`config.mk`:
```
export PLATFORM = sky130hd
export DESIGN_NAME = video_out_gen
export DESIGN_NICKNAME = d
export VERILOG_FILES = /design/src/rtl/video_out_gen.sv
export SDC_FILE = /design/constraint.sdc
export NUM_CORES = 1
export LEC_CHECK = 0
export ABC_AREA = 1
export BUFFER_PORTS_ARGS = -buffer_cell sky130_fd_sc_hd__buf_4
export CAP_MARGIN = 20
export CELL_PAD_IN_SITES_DETAIL_PLACEMENT = 1
export CELL_PAD_IN_SITES_GLOBAL_PLACEMENT = 2
export CORE_MARGIN = 1
export CORE_UTILIZATION = 33
export CTS_CLUSTER_DIAMETER = 30
export DETAILED_ROUTE_END_ITERATION = 7
export PLACE_DENSITY_LB_ADDON = 0.1
export SYNTH_ARGS = -nofsm -noshare
export SYNTH_HDL_FRONTEND = slang
export SYNTH_SLANG_ARGS = --single-unit
```
`constraint.sdc`:
```
create_clock -name clk -period 1.97 [get_ports clk]
set_input_delay 0.394 -clock clk [delete_from_list [all_inputs] [get_ports clk]]
set_output_delay 0.394 -clock clk [all_outputs]
set_load 0.02 [all_outputs]
```
`src/rtl/video_out_gen.sv`:
```
// Camera-style pixel transmitter: pops packed 4-pixel words from a FWFT FIFO and
// replays them with programmable active/blanking timing plus frame_valid/line_valid framing.
module video_out_gen #(
    parameter int H_ACTIVE = 640,
    parameter int H_BLANK  = 160,
    parameter int V_ACTIVE = 480,
    parameter int V_BLANK  = 45
) (
    input  logic        clk,
    input  logic        RST,
    input  logic        enable,
    input  logic [31:0] fifo_data,
    input  logic        fifo_empty,
    output logic        fifo_r_ack,
    output logic        frame_valid,
    output logic        line_valid,
    output logic [7:0]  pixel_out,
    output logic        underrun,
    output logic        frame_done
);

    localparam int H_TOT = H_ACTIVE + H_BLANK;
    localparam int V_TOT = V_ACTIVE + V_BLANK;
    localparam int HW    = $clog2(H_TOT);
    localparam int VW    = (V_TOT > 1) ? $clog2(V_TOT) : 1;

    localparam logic [HW-1:0] H_ACT_C  = HW'(H_ACTIVE);
    localparam logic [HW-1:0] H_LAST_C = HW'(H_TOT - 1);
    localparam logic [HW-1:0] H_LPIX_C = HW'(H_ACTIVE - 1);
    localparam logic [VW-1:0] V_ACT_C  = VW'(V_ACTIVE);
    localparam logic [VW-1:0] V_LAST_C = VW'(V_TOT - 1);
    localparam logic [VW-1:0] V_LLIN_C = VW'(V_ACTIVE - 1);

    typedef enum logic [1:0] {IDLE, FILL, RUN} state_t;

    state_t        state_q, state_d;
    logic [HW-1:0] h_q, h_d;
    logic [VW-1:0] v_q, v_d;
    // Only the three not-yet-emitted pixels of the current word need storing.
    logic [23:0]   shreg_q, shreg_d;
    logic          underrun_q, underrun_d;
    logic          fv_q, fv_d;
    logic          lv_q, lv_d;
    logic [7:0]    pix_q, pix_d;
    logic          fd_q, fd_d;

    logic run, act_v, act, grp, pop, h_wrap, v_wrap;

    always_comb begin
        run    = (state_q == RUN);
        act_v  = run && (v_q < V_ACT_C);
        act    = act_v && (h_q < H_ACT_C);
        grp    = act && (h_q[1:0] == 2'b00);
        pop    = grp && !fifo_empty;
        h_wrap = (h_q == H_LAST_C);
        v_wrap = (v_q == V_LAST_C);
    end

    assign fifo_r_ack = pop;

    always_comb begin
        state_d = state_q;
        h_d     = h_q;
        v_d     = v_q;
        case (state_q)
            IDLE: begin
                h_d = '0;
                v_d = '0;
                if (enable) state_d = FILL;
            end
            FILL: begin
                h_d = '0;
                v_d = '0;
                if (!fifo_empty) state_d = RUN;
            end
            RUN: begin
                if (h_wrap) begin
                    h_d = '0;
                    // enable is only sampled at the frame boundary so frames never truncate.
                    if (v_wrap) begin
                        v_d = '0;
                        if (!enable) state_d = IDLE;
                    end else begin
                        v_d = v_q + 1'b1;
                    end
                end else begin
                    h_d = h_q + 1'b1;
                end
            end
            default: begin
                state_d = IDLE;
                h_d     = '0;
                v_d     = '0;
            end
        endcase
    end

    always_comb begin
        shreg_d    = shreg_q;
        underrun_d = underrun_q;
        if (pop) begin
            shreg_d = fifo_data[23:0];
        end else if (grp) begin
            // Missing word: keep line timing, emit four zero pixels.
            shreg_d    = '0;
            underrun_d = 1'b1;
        end else if (act) begin
            shreg_d = {shreg_q[15:0], 8'h00};
        end

        fv_d  = act_v;
        lv_d  = act;
        pix_d = 8'h00;
        if (grp) begin
            if (pop) pix_d = fifo_data[31:24];
        end else if (act) begin
            pix_d = shreg_q[23:16];
        end
        fd_d = act && (v_q == V_LLIN_C) && (h_q == H_LPIX_C);
    end

    always_ff @(posedge clk or posedge RST) begin
        if (RST) begin
            state_q    <= IDLE;
            h_q        <= '0;
            v_q        <= '0;
            shreg_q    <= '0;
            underrun_q <= 1'b0;
            fv_q       <= 1'b0;
            lv_q       <= 1'b0;
            pix_q      <= 8'h00;
            fd_q       <= 1'b0;
        end else begin
            state_q    <= state_d;
            h_q        <= h_d;
            v_q        <= v_d;
            shreg_q    <= shreg_d;
            underrun_q <= underrun_d;
            fv_q       <= fv_d;
            lv_q       <= lv_d;
            pix_q      <= pix_d;
            fd_q       <= fd_d;
        end
    end

    assign frame_valid = fv_q;
    assign line_valid  = lv_q;
    assign pixel_out   = pix_q;
    assign underrun    = underrun_q;
    assign frame_done  = fd_q;

endmodule
```
==> results of run 1 <==
-- final timing paths --
path / start / end / slack, ns / cells past startpoint
worst min-delay path: RST / pixel_out[1] / 0.11 / 3
worst max register to register: h_q[0] / v_q[9] / 0.24 / 10
worst max-delay path: v_q[6] / fifo_r_ack / 0.08 / 8
worst min register to register: underrun / underrun / 0.48 / 1
min in group clk: fifo_data[26] / pixel_out[2] / 0.24 / 3
max in group asynchronous: RST / h_q[7] / 1.58 / 3
-- routing by layer --
layer | routed length (um) | track usage [%] | share of wire [%] | up-vias
li1 | - | - | - | 1288
met3 | 340 | 3.87 | 4.5 | 9
met2 | 3330 | 26.8 | 44 | 48
met4 | 104 | 7.46 | 1.4 | 0
met1 | 3840 | 26.4 | 50 | 1196
met5 | 0 | 0 | 0 | -
-- per-stage QoR --
stage	cell area, um2	TNS (ns)	utilization (%)	cells
2_1_floorplan	2920	0	-	359
3_3_place_gp	3420	0	40.8	511
3_5_place_dp	3420	0	40.8	511
4_1_cts	3620	0	43.1	526
5_1_grt	3700	-0.0138	44.1	534
6_report	3700	0	44.1	534
-- registers in the layout (all words and copies together), names as in the netlist --
name         count
shreg_q         24
h_q             10
v_q             10
pixel_out        8
state_q          2
frame_done       1
frame_valid      1
line_valid       1
underrun         1
-- final cells by class --
cell class / count / area share (%)
Clock buffer: 12 / 3.92
Multi-Input combinational cell: 238 / 32.7
Tap cell: 105 / 3.55
Timing Repair Buffer: 67 / 13.9
Clock inverter: 3 / 1.08
Sequential cell: 58 / 39.2
Inverter: 51 / 5.58
-- placed cells by master (no fill, tap or decap), types with 8 or more instances in the layout --
| cell type | synthesis | final |
|---|---|---|
| inv_1 | 46 | 43 |
| dfrtp_1 | 58 | 58 |
| nand2_1 | 84 | 81 |
| nand3_1 | 17 | 17 |
| a21oi_1 | 39 | 39 |
| o21ai_0 | 11 | 11 |
| or2_1 | 8 | 8 |
| buf_4 | 1 | 66 |
| nand4_1 | 23 | 23 |
| clkbuf_8 | 0 | 10 |
| nor2_1 | 27 | 27 |
-- logic make-up (layout without fill, tap and decap cells) --
| family | after synthesis | after routing |
|---|---|---|
| AND/OR/NAND/NOR | 178 | 178 |
| buffers and inverters | 63 | 133 |
| flip-flops | 58 | 58 |
| AO/OA/AOI/OAI | 52 | 52 |
| adder cells (fa/ha/maj) | 4 | 4 |
| XOR/XNOR | 4 | 4 |
-- power by group through the flow --
stage | clock [uW] | combinational, uW | sequential [uW]
2_1_floorplan | 0 | 1120 | 1740
3_3_place_gp | 0 | 1570 | 1730
3_5_place_dp | 0 | 1590 | 1750
4_1_cts | 1120 | 1620 | 1720
5_1_grt | 1170 | 1940 | 1770
6_report | 1090 | 1680 | 1730
-- synth_stat cells --
library cell / n / share of area [%]
a31o_2: 1 / 0.30
nor3_1: 5 / 0.86
clkinv_1: 2 / 0.26
or2_0: 4 / 0.86
nor2_1: 27 / 3.5
a21oi_2: 1 / 0.30
inv_1: 46 / 5.9
nor2_2: 1 / 0.21
inv_2: 1 / 0.13
nand2_2: 2 / 0.43
inv_4: 2 / 0.43
or2_1: 8 / 1.7
nand2_1: 84 / 11
xor2_1: 4 / 1.2
buf_4: 1 / 0.26
buf_6: 4 / 1.5
nand3_1: 17 / 2.9
nand4_1: 23 / 4.9
ha_1: 4 / 1.7
nor2_4: 1 / 0.39
o21ai_0: 11 / 1.9
or2_2: 4 / 0.86
dfrtp_1: 58 / 50
nand3_4: 2 / 1.2
clkbuf_1: 3 / 0.39
buf_2: 4 / 0.69
a21oi_1: 39 / 6.7
-- worst max-delay path, cell delays in order (launching register included) --
cell and delay [ns]:
dfrtp_1 0.39, nand2_2 0.11, nor2_4 0.13, nand2_2 0.08
nand3_4 0.12, clkinv_8 0.08, nand3_4 0.06, inv_4 0.04
buf_4 0.14
-- what timing repair did --
action,CTS,global route
setup buffers,0,8
resized for setup,3,8
pin swaps,0,4
endpoints found under the setup margin,1,1
==> results.md, run 1 <==
* Run status: finished clean
* Clock latency on the worst-skew pair at 0.34 ns
* Maxcap violations at 0
* Post-synth cell types at 27
* Syn Std Cell Area at 2920 um2
* Combinational power share at 37.3%
* Main combinational cell family by area after synthesis: simple AND/OR/NAND/NOR gates
* Synthesis Warnings at 0
* HPWL after DPL at 5250 um
* Internal power at 2820 uW
* P_sw at 1680 uW
* Syn Nets at 399
* VDD IR max at 0.000407 V
* Multiplexer share of the synthesized area at 0%
* Die area at 9230 um2
* RD Place Congestion at 0.781
* Via count at 2541
* Clk buf depth at 2
* Leak Pwr at 0.00189 uW
* Max Clk Rate at 0.529 GHz
* GRT Total Usage at 18.4%
* Share of cells above drive strength 1 at 23.8%
* Area occupied by multi-input gates at 1210 um2
* Reg power frac at 38.4%
* Core ar. at 8380 um2
* Fin crit share at 96.0%
* Clock-pin slew on the worst setup and hold paths at 0.07 ns
* Crit path max fanout at 9
* Fraction of the mapped netlist area in simple logic gates at 28.6%
* Post-synthesis xor/xnor area fraction at 1.20%
* Clk pwr share at 24.3%
* Height of the die at 96.1 um
* ANT cells at 0
* Initial Util at 34.8%
* Drt first-iter violations at 96
* Switching fraction of total power at 37.2%
* Synth-to-Final Area Change at 26.6%
* Slew margin rel. at 66.4%
* Floorplan row count at 33
* Total power at 4500 uW
* Crit path required time at 1.58 ns
* Largest net degree at the start of global routing at 59
* Syn Inst Count at 359
* DRT antenna net count at 0
* Fill count at 1048
* Worst Tran Pin Value at 0.504 ns
* Area share of fa/ha/maj cells after synthesis at 1.71%
* Vias/cell at 4.76
* Setup crit start kind: flop
* Die W at 96.1 um
* Flops & latches, synth at 58
* Clock skew at 0.00872 ns
* Syn Area/Cell at 8.13 um2
* DR DRC count at 0
* Final wirelength at 7620 um
* CTS tree: done
* CTS root buffer: clkbuf_8
* Final hold violations at 0
* Antenna violations before repair at 0
* P per Cell Area at 1220 nW/um2
* Setup-failing EPs final at 0
* H-tree Lvls at 3
* Grt total ovfl at 0
* Routed wire length per instance at 14.3 um
* Nets@finish at 465
* Port Buffer Count at 48
* Synth Area in Compound Gates at 9.17%
* CP Data Arrival Time at 1.50 ns
* Crit Path Class: flop to output port
* First-pass iteration count of the detailed router at 4
* Clock sink total at 58
* Vias in the first global route at 2582
* Critical path capture point type: output port
* Fin crit period at 1.89 ns
* Hold_buf cts at 0
* Ports at 49
* Final hold slack at 0.107 ns
* Storage cell area at 1450 um2
* First-pass GRT wire length at 12600 um
* Final Max Tran Viols at 0
* Pre-CTS WS at 0.195 ns
* Worst Hold Class: input port to async pin
* CTS Buf Count at 9
* Setup WS post-layout at 0.0789 ns
* Seq/Total Area, Yosys at 49.7%
Note: power is estimated with default switching activity, not from simulation.
==> run 2: changes to the inputs <==
PLACE_DENSITY = 0.9   (was unset)
PLACE_DENSITY_LB_ADDON = unset   (was 0.1)
==> run 2 against run 1 <==
Wire length down 0.11%; worst setup slack got worse by 0.026 ns; critical path type unchanged; power rose by 3.1%; maximum frequency shrank 1.4%; clock skew is 0.0014 ns higher.
==> results.md, run 2 (synthesized netlist as in run 1, its figures left out) <==
* Run status: finished clean
* CTS root buffer: clkbuf_8
* DRT antenna net count at 0
* CTS tree: done
* Vias in the first global route at 2570
* Ports at 49
* Antenna violations before repair at 0
* Fin crit share at 97.3%
* Grt total ovfl at 0
* Clock sink total at 58
* Clk buf depth at 2
* CTS Buf Count at 9
* Unrepaired setup endpoints after global routing: true
* Clock-pin slew on the worst setup and hold paths at 0.07 ns
* Worst Hold Class: input port to async pin
* Routed wire length per instance at 14.4 um
* Largest net degree at the start of global routing at 46
* Nets@finish at 460
* ANT cells at 0
* Die W at 96.1 um
* Clock latency on the worst-skew pair at 0.34 ns
* Largest register FFs at 24
* Clock skew at 0.0101 ns
* Setup crit start kind: flop
* Final hold slack at 0.0311 ns
* DR DRC count at 0
* Final hold violations at 0
* Port Buffer Count at 48
* H-tree Lvls at 3
* HPWL after DPL at 5300 um
* Most frequent cells in the layout: 84 x nand2_1, 61 x buf_4, 58 x dfrtp_1
* Crit path max fanout at 7
* First-pass iteration count of the detailed router at 4
* Pre-CTS WS at 0.194 ns
* RD Place Congestion at 0.795
* Hold_buf cts at 0
* Final wirelength at 7610 um
* Critical path capture point type: output port
* Share of cells above drive strength 1 at 22.6%
* Die area at 9230 um2
* VDD IR max at 0.000481 V
* Setup WS post-layout at 0.0528 ns
* First-pass GRT wire length at 12600 um
* Floorplan row count at 33
* Slew margin rel. at 67.2%
* Fin crit period at 1.92 ns
* Beginning of the worst register-to-register path: h_q[0]
* Reg2Reg Depth at 9
* Synth-to-Final Area Change at 25.8%
* Height of the die at 96.1 um
* Largest registers: shreg_q x24, h_q x10, v_q x10
* Max Clk Rate at 0.522 GHz
* Initial Util at 34.8%
* Maxcap violations at 0
* Crit Path Class: flop to output port
* Fill count at 1030
* Vias/cell at 4.88
* Worst Tran Pin Value at 0.492 ns
* Leading cell type in the layout, fill and taps excluded: nand2_1
* Final Max Tran Viols at 0
* Leak Pwr at 0.00187 uW
* Crit path from: h_q[0]
* Drt first-iter violations at 72
* Setup-failing EPs final at 0
* CP Data Arrival Time at 1.52 ns
* Biggest register: shreg_q
* GRT Total Usage at 18.1%
* Via count at 2581
* Core ar. at 8380 um2
* P per Cell Area at 1260 nW/um2
* Crit path required time at 1.58 ns
* Total power at 4640 uW
## run 2: cell type report
| type | instances | area [um2] | area share [%] |
|---|---|---|---|
| clock buffer | 10 | 138 | 3.75 |
| multi-input combinational | 238 | 1200 | 32.6 |
| timing repair buffer | 62 | 478 | 13.0 |
| sequential | 58 | 1450 | 39.5 |
| clock inverter | 5 | 78.8 | 2.15 |
| tap | 105 | 131 | 3.58 |
| inverter | 51 | 201 | 5.48 |
## run 2: metrics by stage
step / util, % / TNS, ns / std cells / area [um2]
floorplan: - / 0 / 359 / 2920
global placement: 40.9 / 0 / 512 / 3430
detailed placement: 40.9 / 0 / 512 / 3430
CTS: 43.7 / 0 / 528 / 3660
global route: 43.8 / -0.0285 / 529 / 3670
finish: 43.8 / 0 / 529 / 3670
## run 2: power breakdown
group	leakage, uW	switching (uW)	internal (uW)	total (uW)
registers	0.000757	204	1540	1740
clock network	0.000112	496	738	1230
logic	0.00100	1010	657	1670
## run 2: path summary, 6_finish.rpt
check | endpoint | slack (ns)
worst max-delay path | fifo_r_ack | 0.05
worst min-delay path | v_q[8] | 0.03
worst max register to register | state_q[0] | 0.26
worst min register to register | pixel_out[5] | 0.47
max in group asynchronous | h_q[7] | 1.38
min in group clk | pixel_out[5] | 0.25
## run 2: worst max-delay path: stages (launching register included)
cell and delay (ns):
dfrtp_1 0.46, inv_1 0.11, ha_2 0.29, nand3_4 0.10, inv_4 0.09, buf_4 0.14
## run 2: repair_timing
| item | CTS | global route |
|---|---|---|
| setup buffers | 1 | 1 |
| hold endpoints to repair | 0 | 0 |
| gates resized for setup | 3 | 3 |
| pin swaps | 0 | 1 |
| setup endpoints to repair | 1 | 3 |
| cloned | 0 | 0 |
## run 2: metal layers
metal,routed length [um],global-route usage (%),vias up
li1,-,-,1273
met1,3750,25.4,1254
met5,0,0,-
met2,3490,27.5,46
met3,266,3.32,8
met4,101,7.09,0
==> run 3: changes to the inputs <==
MAX_ROUTING_LAYER = met4   (was unset)
==> run 3 against run 2 <==
Critical path depth is 3 higher; register-to-register slack hardly changed; design area is 0.27% higher; largest cell class unchanged; flip-flop and latch count stayed put.
==> results.md, run 3 (synthesized netlist as in run 1, its figures left out) <==
* Slowest stage cell, crit path: dfrtp_1
* Total power at 4660 uW
* Crit-path cells: inv_2 > nand2_2 > nor2_4 > nand3_4 > inv_8 > nand3_4 > inv_4 > buf_4
* Setup crit start kind: flop
* Setup WS post-layout at 0.0769 ns
* Via count at 2583
* Leading cell type in the layout, fill and taps excluded: nand2_1
* GRT Total Usage at 18.7%
* Height of the die at 96.1 um
* Biggest register: shreg_q
* Crit path from: state_q[0]
* Worst Tran Pin Value at 0.500 ns
* Fin crit period at 1.89 ns
* Largest register FFs at 24
* R2r endpoint: v_q[2]
* First-pass GRT wire length at 12600 um
* CTS tree: done
* Final hold violations at 0
* Crit path max fanout at 6
* CP Data Arrival Time at 1.50 ns
* Antenna violations before repair at 0
* Crit path required time at 1.58 ns
* Met2 wire len at 3520 um
* Die W at 96.1 um
* Placed Instance Area at 3430 um2
* ANT cells at 0
* CTS root buffer: clkbuf_8
* Initial Util at 34.8%
* Vias/cell at 4.88
* CP delay by family, top: simple AND/OR/NAND/NOR gates
* Fin crit share at 96.1%
* Clock-pin slew on the worst setup and hold paths at 0.07 ns
* Leak Pwr at 0.00187 uW
* P per Cell Area at 1270 nW/um2
* Clk buf depth at 2
* Fill count at 1033
* Worst Hold Class: input port to async pin
* Most frequent cells in the layout: 84 x nand2_1, 61 x buf_4, 58 x dfrtp_1
* HPWL after DPL at 5300 um
* Largest net degree at the start of global routing at 46
* Drt first-iter violations at 76
* Final standard cell area without fillers at 3680 um2
* Final Max Tran Viols at 0
* Slew margin rel. at 66.6%
* Met1 wire length at 3800 um
* Routed wire length per instance at 14.5 um
* CP max stage delay at 0.40 ns
* RD Place Congestion at 0.806
* Core ar. at 8380 um2
* Run status: finished clean
* R2r setup slk at 0.26 ns
* Beginning of the worst register-to-register path: h_q[0]
* DR DRC count at 0
* Uppermost layer routed: met4
* Final wirelength at 7670 um
* Hold_buf cts at 0
* Crit Path Class: flop to output port
* Port Buffer Count at 48
* Clock skew at 0.00574 ns
* Nets@finish at 460
* Ports at 49
* Synth-to-Final Area Change at 26.2%
* Pre-CTS WS at 0.194 ns
* Clock latency on the worst-skew pair at 0.33 ns
* Vias in the first global route at 2563
* Maxcap violations at 0
* VDD IR max at 0.000480 V
* H-tree Lvls at 3
* Unrepaired setup endpoints after global routing: true
* Max Clk Rate at 0.528 GHz
* CTS Buf Count at 9
* Reg2Reg Depth at 8
* Clock sink total at 58
* DRT antenna net count at 0
* Post-layout util at 44.0%
* Largest registers: shreg_q x24, h_q x10, v_q x10
* CP bufs+invs at 4
* Floorplan row count at 33
* Critical path capture point type: output port
* Grt total ovfl at 0
* Setup-failing EPs final at 0
* CP dominant cell by count: nand3_4
* Die area at 9230 um2
* First-pass iteration count of the detailed router at 4
* Met3 wire length at 235 um
* Share of cells above drive strength 1 at 22.6%
-- run 3: metal layers --
layer	vias up	GRT usage, %
met5	-	-
li1	1274	-
met1	1257	25.7
met3	12	3.16
met4	0	7.09
met2	40	27.4
-- run 3: how the worst max path moves through the flow --
stage | to | cells past startpoint
after global placement | h_q[3] | 8
after floorplan | frame_done | 1
after global routing | fifo_r_ack | 8
final | fifo_r_ack | 8
after CTS | fifo_r_ack | 8
after detailed placement | v_q[2] | 8
-- run 3: layout make-up --
type	instances	area, um2	share of cell area (%)
repair buffers	62	478	13.0
well taps	105	131	3.57
clock buffers	10	138	3.74
multi-input cells	238	1210	32.7
flip-flops and latches	58	1450	39.4
inverters	51	201	5.47
clock inverters	5	78.8	2.14
-- run 3: per-stage QoR --
stage / hold slack [ns] / TNS, ns / instances
final: 0.0278 / 0 / 529
after global routing: 0.0416 / -0.0284 / 529
after CTS: 0.0327 / 0 / 528
after detailed placement: 0.398 / 0 / 512
after global placement: 0.391 / 0 / 512
after floorplan: 0.441 / 0 / 359
-- run 3: where the power goes --
part	switching, uW	internal [uW]	total [uW]
Combinational	1020	668	1690
Clock	500	738	1240
Sequential	204	1540	1740
Total	1720	2940	4660
-- run 3: what timing repair did --
| action | 4_1_cts | 5_1_grt |
|---|---|---|
| pin swaps | 0 | 1 |
| gates resized for setup | 3 | 4 |
| buffers inserted | 1 | 1 |
| endpoints found under the setup margin | 1 | 3 |
